[src/rtl/mips_pkg.sv]
`default_nettype none
// ============================================================================
// Module   : mips_pkg
// Purpose  : Shared MIPS opcode/funct constants and hazard decode helper.
// Revision : 1.0
// ============================================================================
package mips_pkg;

  localparam logic [5:0] OP_SPECIAL = 6'h00;
  localparam logic [5:0] OP_J       = 6'h02;
  localparam logic [5:0] OP_JAL     = 6'h03;
  localparam logic [5:0] OP_BEQ     = 6'h04;
  localparam logic [5:0] OP_ORI     = 6'h0d;
  localparam logic [5:0] OP_LUI     = 6'h0f;
  localparam logic [5:0] OP_LW      = 6'h23;
  localparam logic [5:0] OP_SW      = 6'h2b;

  localparam logic [5:0] FN_JR      = 6'h08;
  localparam logic [5:0] FN_MFHI    = 6'h10;
  localparam logic [5:0] FN_MTHI    = 6'h11;
  localparam logic [5:0] FN_MFLO    = 6'h12;
  localparam logic [5:0] FN_MTLO    = 6'h13;
  localparam logic [5:0] FN_MULT    = 6'h18;
  localparam logic [5:0] FN_MULTU   = 6'h19;
  localparam logic [5:0] FN_DIV     = 6'h1a;
  localparam logic [5:0] FN_DIVU    = 6'h1b;
  localparam logic [5:0] FN_ADDU    = 6'h21;
  localparam logic [5:0] FN_SUBU    = 6'h23;

  localparam logic [1:0] T_0 = 2'd0;
  localparam logic [1:0] T_1 = 2'd1;
  localparam logic [1:0] T_2 = 2'd2;

  localparam logic [31:0] NOP = 32'h0000_0000;

  typedef struct packed {
    logic [4:0] rs;
    logic       use_rs;
    logic [1:0] tuse_rs;
    logic [4:0] rt;
    logic       use_rt;
    logic [1:0] tuse_rt;
    logic [4:0] dest;
    logic [1:0] tnew_e;
    logic [1:0] tnew_m;
    logic       md_start;
    logic       is_div;
    logic       is_hilo;
  } dec_t;

  // Unrecognised encodings fall through with no sources and no destination.
  function automatic dec_t decode(input logic [5:0] op, input logic [5:0] fn,
                                  input logic [4:0] rs, input logic [4:0] rt,
                                  input logic [4:0] rd);
    dec_t d;
    d    = '0;
    d.rs = rs;
    d.rt = rt;
    case (op)
      OP_SPECIAL: begin
        case (fn)
          FN_ADDU, FN_SUBU: begin
            d.use_rs = 1'b1; d.tuse_rs = T_1;
            d.use_rt = 1'b1; d.tuse_rt = T_1;
            d.dest   = rd;   d.tnew_e  = T_1;
          end
          FN_JR: begin
            d.use_rs = 1'b1; d.tuse_rs = T_0;
          end
          FN_MULT, FN_MULTU, FN_DIV, FN_DIVU: begin
            d.use_rs   = 1'b1; d.tuse_rs = T_1;
            d.use_rt   = 1'b1; d.tuse_rt = T_1;
            d.md_start = 1'b1;
            d.is_div   = (fn == FN_DIV) || (fn == FN_DIVU);
            d.is_hilo  = 1'b1;
          end
          FN_MFHI, FN_MFLO: begin
            d.dest = rd; d.tnew_e = T_1; d.is_hilo = 1'b1;
          end
          FN_MTHI, FN_MTLO: begin
            d.use_rs = 1'b1; d.tuse_rs = T_1; d.is_hilo = 1'b1;
          end
          default: ;
        endcase
      end
      OP_ORI: begin
        d.use_rs = 1'b1; d.tuse_rs = T_1;
        d.dest   = rt;   d.tnew_e  = T_1;
      end
      OP_LUI: begin
        d.dest = rt; d.tnew_e = T_1;
      end
      OP_LW: begin
        d.use_rs = 1'b1; d.tuse_rs = T_1;
        d.dest   = rt;   d.tnew_e  = T_2; d.tnew_m = T_1;
      end
      OP_SW: begin
        d.use_rs = 1'b1; d.tuse_rs = T_1;
        d.use_rt = 1'b1; d.tuse_rt = T_2;
      end
      OP_BEQ: begin
        d.use_rs = 1'b1; d.tuse_rs = T_0;
        d.use_rt = 1'b1; d.tuse_rt = T_0;
      end
      OP_JAL: d.dest = 5'd31;
      default: ;
    endcase
    return d;
  endfunction

endpackage
`default_nettype wire

[src/rtl/md_busy_timer.sv]
`default_nettype none
// ============================================================================
// Module   : md_busy_timer
// Purpose  : Busy countdown for the multi-cycle mult/div unit, with done pulse.
// Revision : 1.0
// ============================================================================
module md_busy_timer #(
  parameter int MULT_CYCLES = 5,
  parameter int DIV_CYCLES  = 10,
  parameter int CNT_W       = 4
) (
  input  logic clk,
  input  logic reset,
  input  logic md_start,
  input  logic is_div,
  output logic md_busy,
  output logic md_done
);

  localparam logic [CNT_W-1:0] c_mult_load = CNT_W'(MULT_CYCLES);
  localparam logic [CNT_W-1:0] c_div_load  = CNT_W'(DIV_CYCLES);

  logic [CNT_W-1:0] r_cnt;
  logic             r_done;

  // A start while still counting simply reloads; the stall logic prevents it.
  always_ff @(posedge clk or posedge reset) begin
    if (reset) begin
      r_cnt  <= '0;
      r_done <= 1'b0;
    end else begin
      r_done <= (r_cnt == CNT_W'(1)) && !md_start;
      if (md_start)
        r_cnt <= is_div ? c_div_load : c_mult_load;
      else if (r_cnt != '0)
        r_cnt <= r_cnt - CNT_W'(1);
    end
  end

  assign md_busy = md_start | (r_cnt != '0);
  assign md_done = r_done;

endmodule
`default_nettype wire

[src/rtl/stall_ctrl.sv]
`default_nettype none
// ============================================================================
// Module   : stall_ctrl
// Purpose  : RAW/mult-div hazard detection driving PC, IF/ID and ID/EX control.
// Revision : 1.0
// ============================================================================
module stall_ctrl
  import mips_pkg::*;
#(
  parameter int MULT_CYCLES = 5,
  parameter int DIV_CYCLES  = 10,
  parameter int CNT_W       = 4
) (
  input  logic        clk,
  input  logic        reset,
  input  logic [31:0] IR_D,
  input  logic [31:0] IR_E,
  input  logic [31:0] IR_M,
  output logic        en_PC,
  output logic        en_D,
  output logic        clr_E,
  output logic        md_busy,
  output logic        md_done,
  output logic [31:0] stall_cycles
);

  dec_t        w_dec_d, w_dec_e, w_dec_m;
  logic        w_stall_rs, w_stall_rt, w_data_stall, w_md_stall, w_stall;
  logic        w_md_busy;
  logic [31:0] r_stall_cycles;
  logic        w_unused;

  assign w_dec_d = decode(IR_D[31:26], IR_D[5:0], IR_D[25:21], IR_D[20:16], IR_D[15:11]);
  assign w_dec_e = decode(IR_E[31:26], IR_E[5:0], IR_E[25:21], IR_E[20:16], IR_E[15:11]);
  assign w_dec_m = decode(IR_M[31:26], IR_M[5:0], IR_M[25:21], IR_M[20:16], IR_M[15:11]);

  // Register 0 never carries a dependency, and non-writers have dest 0.
  assign w_stall_rs = w_dec_d.use_rs && (w_dec_d.rs != 5'd0) &&
                      (((w_dec_d.rs == w_dec_e.dest) && (w_dec_e.tnew_e > w_dec_d.tuse_rs)) ||
                       ((w_dec_d.rs == w_dec_m.dest) && (w_dec_m.tnew_m > w_dec_d.tuse_rs)));
  assign w_stall_rt = w_dec_d.use_rt && (w_dec_d.rt != 5'd0) &&
                      (((w_dec_d.rt == w_dec_e.dest) && (w_dec_e.tnew_e > w_dec_d.tuse_rt)) ||
                       ((w_dec_d.rt == w_dec_m.dest) && (w_dec_m.tnew_m > w_dec_d.tuse_rt)));
  assign w_data_stall = w_stall_rs | w_stall_rt;

  md_busy_timer #(
    .MULT_CYCLES (MULT_CYCLES),
    .DIV_CYCLES  (DIV_CYCLES),
    .CNT_W       (CNT_W)
  ) u_md_busy_timer (
    .clk      (clk),
    .reset    (reset),
    .md_start (w_dec_e.md_start),
    .is_div   (w_dec_e.is_div),
    .md_busy  (w_md_busy),
    .md_done  (md_done)
  );

  assign w_md_stall = w_dec_d.is_hilo & w_md_busy;
  assign w_stall    = w_data_stall | w_md_stall;

  assign en_PC   = ~w_stall;
  assign en_D    = ~w_stall;
  assign clr_E   = w_stall;
  assign md_busy = w_md_busy;

  always_ff @(posedge clk or posedge reset) begin
    if (reset)
      r_stall_cycles <= '0;
    else if (w_stall && (r_stall_cycles != 32'hFFFF_FFFF))
      r_stall_cycles <= r_stall_cycles + 32'd1;
  end

  assign stall_cycles = r_stall_cycles;

  assign w_unused = ^{w_dec_d, w_dec_e, w_dec_m, IR_D[10:6], IR_E[10:6], IR_M[10:6]};

endmodule
`default_nettype wire

[config.mk]
export PLATFORM = sky130hd
export DESIGN_NAME = stall_ctrl
export DESIGN_NICKNAME = d
export VERILOG_FILES = /design/src/rtl/mips_pkg.sv /design/src/rtl/md_busy_timer.sv /design/src/rtl/stall_ctrl.sv
export SDC_FILE = /design/constraint.sdc
export NUM_CORES = 1
export LEC_CHECK = 0
export ABC_AREA = 1
export BUFFER_PORTS_ARGS = -buffer_cell sky130_fd_sc_hd__buf_4
export CORE_MARGIN = 2
export CORE_UTILIZATION = 45
export CTS_CLUSTER_DIAMETER = 100
export CTS_CLUSTER_SIZE = 12
export DETAILED_ROUTE_END_ITERATION = 12
export GPL_TIMING_DRIVEN = 0
export PLACE_DENSITY_LB_ADDON = 0.15
export SLEW_MARGIN = 5
export SYNTH_ARGS = -nofsm -noshare
export SYNTH_HDL_FRONTEND = slang
export SYNTH_SLANG_ARGS = --single-unit
[constraint.sdc]
create_clock -name clk -period 5.92 [get_ports clk]
set_clock_uncertainty 0.2 [all_clocks]
set_input_delay 1.184 -clock clk [delete_from_list [all_inputs] [get_ports clk]]
set_output_delay 1.184 -clock clk [all_outputs]
set_load 0.01 [all_outputs]
# == Yosys cells after proc, flatten, opt, wreduce, memory -nomap -nowiden ==
# Index checks and enable logic that the tools add are counted.
# totals
reg_bits,37
latch_bits,0
ramBits,0
mem_bits_ro,0
input_bits,98
output_inout_bits,37
elab_cells,107
mem_count,0
# op_classes
n_addsub,2
multipliers,0
div,0
magnitude_cmp,4
n_eq_ne,43
shift,0
mux,18
bitwise,5
n_reduce_logical,32
# ops
cell,n
$eq A6 B5 Y1 const B,18
$eq A6 B6 Y1 const B,10
$eq A6 B4 Y1 const B,6
$add A32 B1 Y32 const B,1
$ne A32 B32 Y1 const B,1
$pmux W5 S3,2
$reduce_or A8 Y1,3
$eq A5 B5 Y1,4
$logic_not A6 Y1,3
$pmux W3 S3,2
$mux W7,2
$eq A6 B2 Y1 const B,2
$mux W4,3
$reduce_or A4 Y1,3
$logic_and A1 B1 Y1,10
$reduce_bool A5 Y1,2
$reduce_or A3 Y1,3
$gt A2 B2 Y1,4
$eq A6 B3 Y1 const B,1
$mux W3,2
$pmux W2 S3,1
$pmux W3 S2,1
$reduce_or A6 Y1,1
$eq A4 B1 Y1 const B,1
11 further kinds,18

# == Depth between registers and ports, before layout ==
# depth
ltp_word,11
ltp_mapped,20
ltp_nobuf,19

# == Cells and area by module ==
# From an unflattened synthesis, not the netlist that was laid out.
# unflattened
cells_unflattened,596
area_unflattened_um2,3537.1
# by_module_without_submodules
mod,instances,cells_per_inst,area_each_um2,seq_area_each_um2
stall_ctrl,1,555,3228.1,800.8
md_busy_timer,1,41,309.0,125.1

# == Least setup slack after synthesis ==
# No wires, ideal clock.
# synth_path
path_kind,input port to output port
start,input port IR_E[31]
end,output port en_PC
arrival_ns,3.010
required_time_ns,4.536
path_slack_ns,1.526
cell_stages,15
path_buffers,2
cell_sequence,nor2_2 -> nand4_2 -> nor2_4 -> a21oi_1 -> ha_1 -> o21ai_0 -> nand2_1 -> nor2_1 -> nand3_1 -> nand2_1 -> nand2_2 -> nand3_2 -> buf_4 -> inv_1 -> buf_4
# synth_via
elab_chain_cells,10
elab_cells_between_ends,25
classes_between,2 x order compare; 6 x eq/ne; 3 x mux; 5 x bitwise; 9 x reduce/logical
# synth_rtl
item,line_no,rtl
"start, declared",stall_ctrl.sv:17,"input logic [31:0] IR_E,"
"$eq A6 B4 Y1, or another cell as far along",mips_pkg.sv:59,case (op)
$reduce_or A2 Y1 (no line) or $reduce_or A3 Y1 (tied branches),-,
$pmux W2 S3 or $pmux W5 S3 (tied branches),mips_pkg.sv:59,
"$gt A2 B2 Y1, or another cell as far along",stall_ctrl.sv:39,(((w_dec_d.rs == w_dec_e.dest) && (w_dec_e.tnew_e > w_dec_d.tuse_rs)) ||
"$logic_and A1 B1 Y1, on equally long branches","stall_ctrl.sv:39, stall_ctrl.sv:42",
"$logic_or A1 B1 Y1, on equally long branches","stall_ctrl.sv:39, stall_ctrl.sv:42",
"$logic_and A1 B1 Y1, on equally long branches","stall_ctrl.sv:38, stall_ctrl.sv:41",
$or A1 B1 Y1,stall_ctrl.sv:44,assign w_data_stall = w_stall_rs | w_stall_rt;
$or A1 B1 Y1 *,stall_ctrl.sv:60,assign w_stall = w_data_stall | w_md_stall;
net clr_E,stall_ctrl.sv:21,"output logic clr_E,"
$not A1 Y1 *,-,
"end, declared",stall_ctrl.sv:19,"output logic en_PC,"
# Mark *: on every way through the listed nets, which the timed path passes. The rest lies on a longest branch.

# == Worst setup path after layout ==
# layout_path
start,input port IR_E[31]
end,output port en_PC
# layout_via
elab_chain_cells,10
elab_cells_between_ends,25
classes_between,2 x order compare; 6 x eq/ne; 3 x mux; 5 x bitwise; 9 x reduce/logical
# layout_rtl
item,line_no,rtl
"$eq A6 B4 Y1, or another cell as far along",mips_pkg.sv:59,
$reduce_or A2 Y1 (no line) or $reduce_or A3 Y1 (tied branches),-,
$pmux W2 S3 or $pmux W5 S3 (tied branches),mips_pkg.sv:59,
"$gt A2 B2 Y1, or another cell as far along",stall_ctrl.sv:39,
"$logic_and A1 B1 Y1, on equally long branches","stall_ctrl.sv:39, stall_ctrl.sv:42",
"$logic_or A1 B1 Y1, on equally long branches","stall_ctrl.sv:39, stall_ctrl.sv:42",
"$logic_and A1 B1 Y1, on equally long branches","stall_ctrl.sv:38, stall_ctrl.sv:41",
$or A1 B1 Y1,stall_ctrl.sv:44,
$or A1 B1 Y1 *,stall_ctrl.sv:60,
$not A1 Y1 *,stall_ctrl.sv:62,assign en_PC = ~w_stall;
# Mark *: on every way between the ends. The rest lies on a longest branch, timed or not.

==> flow_summary.toml <==
[clock_tree]
cts_resized = 0
clk_latency_ns = 0.29
cts_sinks = 37
htreeDepth = 2
clk_path_buf_depth = 2
clkSlewWorstSetupHoldPaths_ns = 0.07
clockRootBuffer = "clkbuf_8"
cts_setup_buffers = 0
numCtsBuffers = 5
holdBufCountCts = 0
cts_tree = "yes"

[grt]
grt_usage_pct = 23.45
grt_first_pass_wirelength_um = 16500
busiest_layer = "met2"
grt_pass1_vias = 3745
grt_use_met1_pct = 30.43
grt_use_met3_pct = 3.698
grt_antenna_before_repair = 0
use_met2_pct = 39.89
grt_overflow = 0
grt_max_degree = 38

[die]
die_x_um = 91.79
initial_utilization_pct = 45.59
die_h_um = 91.79
coreArea_mm2 = 0.007607
ios = 135
rows = 32
dieArea_mm2 = 0.008425

[pwr]
p_switching_w = 0.0001906
p_seq_share_pct = 41.7
swShare_pct = 28.03
cellLeakagePower_nw = 2.475
share_comb_of_total_power_pct = 24.6
power.density_mw_per_mm2 = 151.6
ir_drop_mv = 0.1087
pwr-share-clk_pct = 33.7
p_int_w = 0.0004893

[synthesis]
postSynthNetCount = 679
synth_warnings = 0
postSynthAreaPerCell_um2 = 6.053
yosys_register_bits = 37
netlist_instances = 573
ys_types = 28
ys_seq_area_share_pct = 26.70
syn-cell-area_mm2 = 0.003468

[routing]
via_count = 3924
drc = 0
drt_iter0_drc = 182
routed_wl_um = 9621
drtPass1Iterations = 5
avgViaCountPerCell = 4.992
wl_per_cell_um = 12.24
antenna_left = 0

[timing]
final-setup-viol-count = 0
maxSlewViolCount = 0
slew_headroom_pct = 49.44
hold_viol_final = 0
tns_ns = 0
tightestPinTransition_ns = 0.7573
grt_setup_unrepaired = "no"
timing.fmax_ghz = 0.2018
period_share_pct = 83.72
layout_min_cycle_time_ns = 4.956

[setup_path]
reg2regPathDepth = 15
ff2ff_setup_slack_ns = 3.29
critical_path_class = "primary input to output pin"
critPathMaxFanout = 10
crit_required_ns = 4.54
critPathArrivalTime_ns = 3.57
reg2reg_from = "stall_cycles[0]"
r2r_end = "stall_cycles[31]"
start_kind = "primary input"
end_kind = "output pin"

[layout]
num_antenna_cells = 0
final_cell_area_mm2 = 0.004486
num-fill-cells = 765
layout-drive-gt1-share_pct = 20.32
layout.nets = 789
final_cells = 786
area_delta_synth_final_pct = 29.33
final_cell_mix = "187 x nand2_1, 108 x buf_4, 80 x inv_1"
layout_commonest_cell = "nand2_1"

[worst_hold_path]
hold_end = "stall_cycles[31]"
hold_depth = 2
holdCritStartpoint = "stall_cycles[31]"
hp-class = "flop to flop"

[place]
post_dp_cell_area_mm2 = 0.004369
dp.final_hpwl_um = 7916
port_buffers = 103
gp_congestion = 0.8986
dp.cells = 778

[flow_run]
cap_violations = 0

[status]
status = "completed"
[power groups by stage]
stage                     sequential [W]  combinational, W  clock [W]
after global placement          0.000288          0.000163          0
after CTS                       0.000284          0.000170   0.000237
final                           0.000283          0.000167   0.000229
after detailed placement        0.000289          0.000169          0
after global routing            0.000286          0.000189   0.000244
after floorplan                 0.000287         0.0000977          0
[synthesized netlist by cell type]
cell type / instances / area [µm²]
nor3_1: 18 / 90.09
a21oi_1: 15 / 75.07
nand4_2: 1 / 12.51
o21ai_0: 4 / 20.02
nand3b_1: 3 / 22.52
nand4_1: 15 / 93.84
o31ai_1: 1 / 7.510
buf_6: 2 / 22.52
nor4_1: 9 / 56.30
nor2_2: 5 / 31.28
clkbuf_1: 2 / 7.510
inv_1: 81 / 304.0
nand3_4: 1 / 17.52
nand2_1: 187 / 701.9
xnor2_1: 10 / 87.58
a211oi_1: 1 / 7.510
o21ai_1: 2 / 10.01
nand2_4: 1 / 11.26
nor2_4: 2 / 22.52
nand3_1: 74 / 370.4
ha_1: 8 / 100.1
buf_4: 5 / 37.54
nand3_2: 3 / 30.03
xor2_1: 13 / 113.9
nor2_1: 65 / 244.0
nand2_2: 6 / 37.54
inv_2: 2 / 7.510
dfrtp_1: 37 / 925.9
[layout make-up]
type                    instances  area, µm²  share of cell area (%)
plain buffers                   9      67.56                   1.506
multi-input cells             444       2163                   48.23
inverters                      83      311.5                   6.946
well taps                     102      127.6                   2.845
repair buffers                103      773.2                   17.24
clock buffers                   7      86.33                   1.925
flip-flops and latches         37      925.9                   20.64
clock inverters                 1      30.03                  0.6695
[cell families (layout without fill, tap and decap cells)]
| kind of cell | Yosys count | count (layout) | synth area share, % |
|---|---|---|---|
| compound gates | 23 | 23 | 3.463 |
| xor+xnor | 23 | 23 | 5.808 |
| fa+ha+maj | 8 | 8 | 2.886 |
| buf+inv | 92 | 203 | 10.93 |
| flops | 37 | 37 | 26.70 |
| simple gates | 390 | 390 | 50.22 |
[state kept, by name, summed over array words and instances (netlist names)]
signal                   count
stall_cycles                32
u_md_busy_timer.md_done      1
u_md_busy_timer.r_cnt        4
[worst max-delay path, cell delays in order]
cell     delay (ns)
buf_4          0.11
nor2_2         0.18
nand4_2        0.14
nor2_4         0.25
a21oi_1        0.10
ha_1           0.31
a21oi_1        0.22
nand2_1        0.08
nor2_1         0.14
nand3_1        0.10
nand2_1        0.07
nand2_2        0.08
nand3_2        0.10
buf_4          0.18
inv_1          0.06
buf_4          0.12
buf_4          0.13
[metrics by stage]
step / util [%] / total power, W / hold WS, ns / setup WS, ns
finish: 58.96 / 0.0006799 / 0.3092 / 0.9638
global route: 58.96 / 0.0007191 / 0.3652 / 0.8033
CTS: 58.96 / 0.0006896 / 0.3076 / 0.9926
detailed placement: 57.43 / 0.0004577 / 0.2900 / 1.013
global placement: 57.43 / 0.0004511 / 0.2819 / 1.028
floorplan: - / 0.0003849 / 0.3079 / 1.526
[layer usage]
metal | part of all wire, % | up-vias
met4 | 1.4 | 0
met5 | 0 | -
met3 | 5.2 | 12
met2 | 47 | 115
li1 | - | 2050
met1 | 46 | 1747
[how the worst max path moves through the flow]
| stage | start | to | slack [ns] | cells after the start |
|---|---|---|---|---|
| finish | IR_E[31] | en_PC | 0.96 | 17 |
| global placement | IR_E[31] | en_PC | 1.03 | 17 |
| detailed placement | IR_E[31] | en_PC | 1.01 | 17 |
| global route | IR_E[31] | en_PC | 0.80 | 17 |
| CTS | IR_E[31] | en_PC | 0.99 | 17 |
| floorplan | IR_E[31] | en_PC | 1.53 | 15 |
Note: power is estimated with default switching activity, not from simulation.
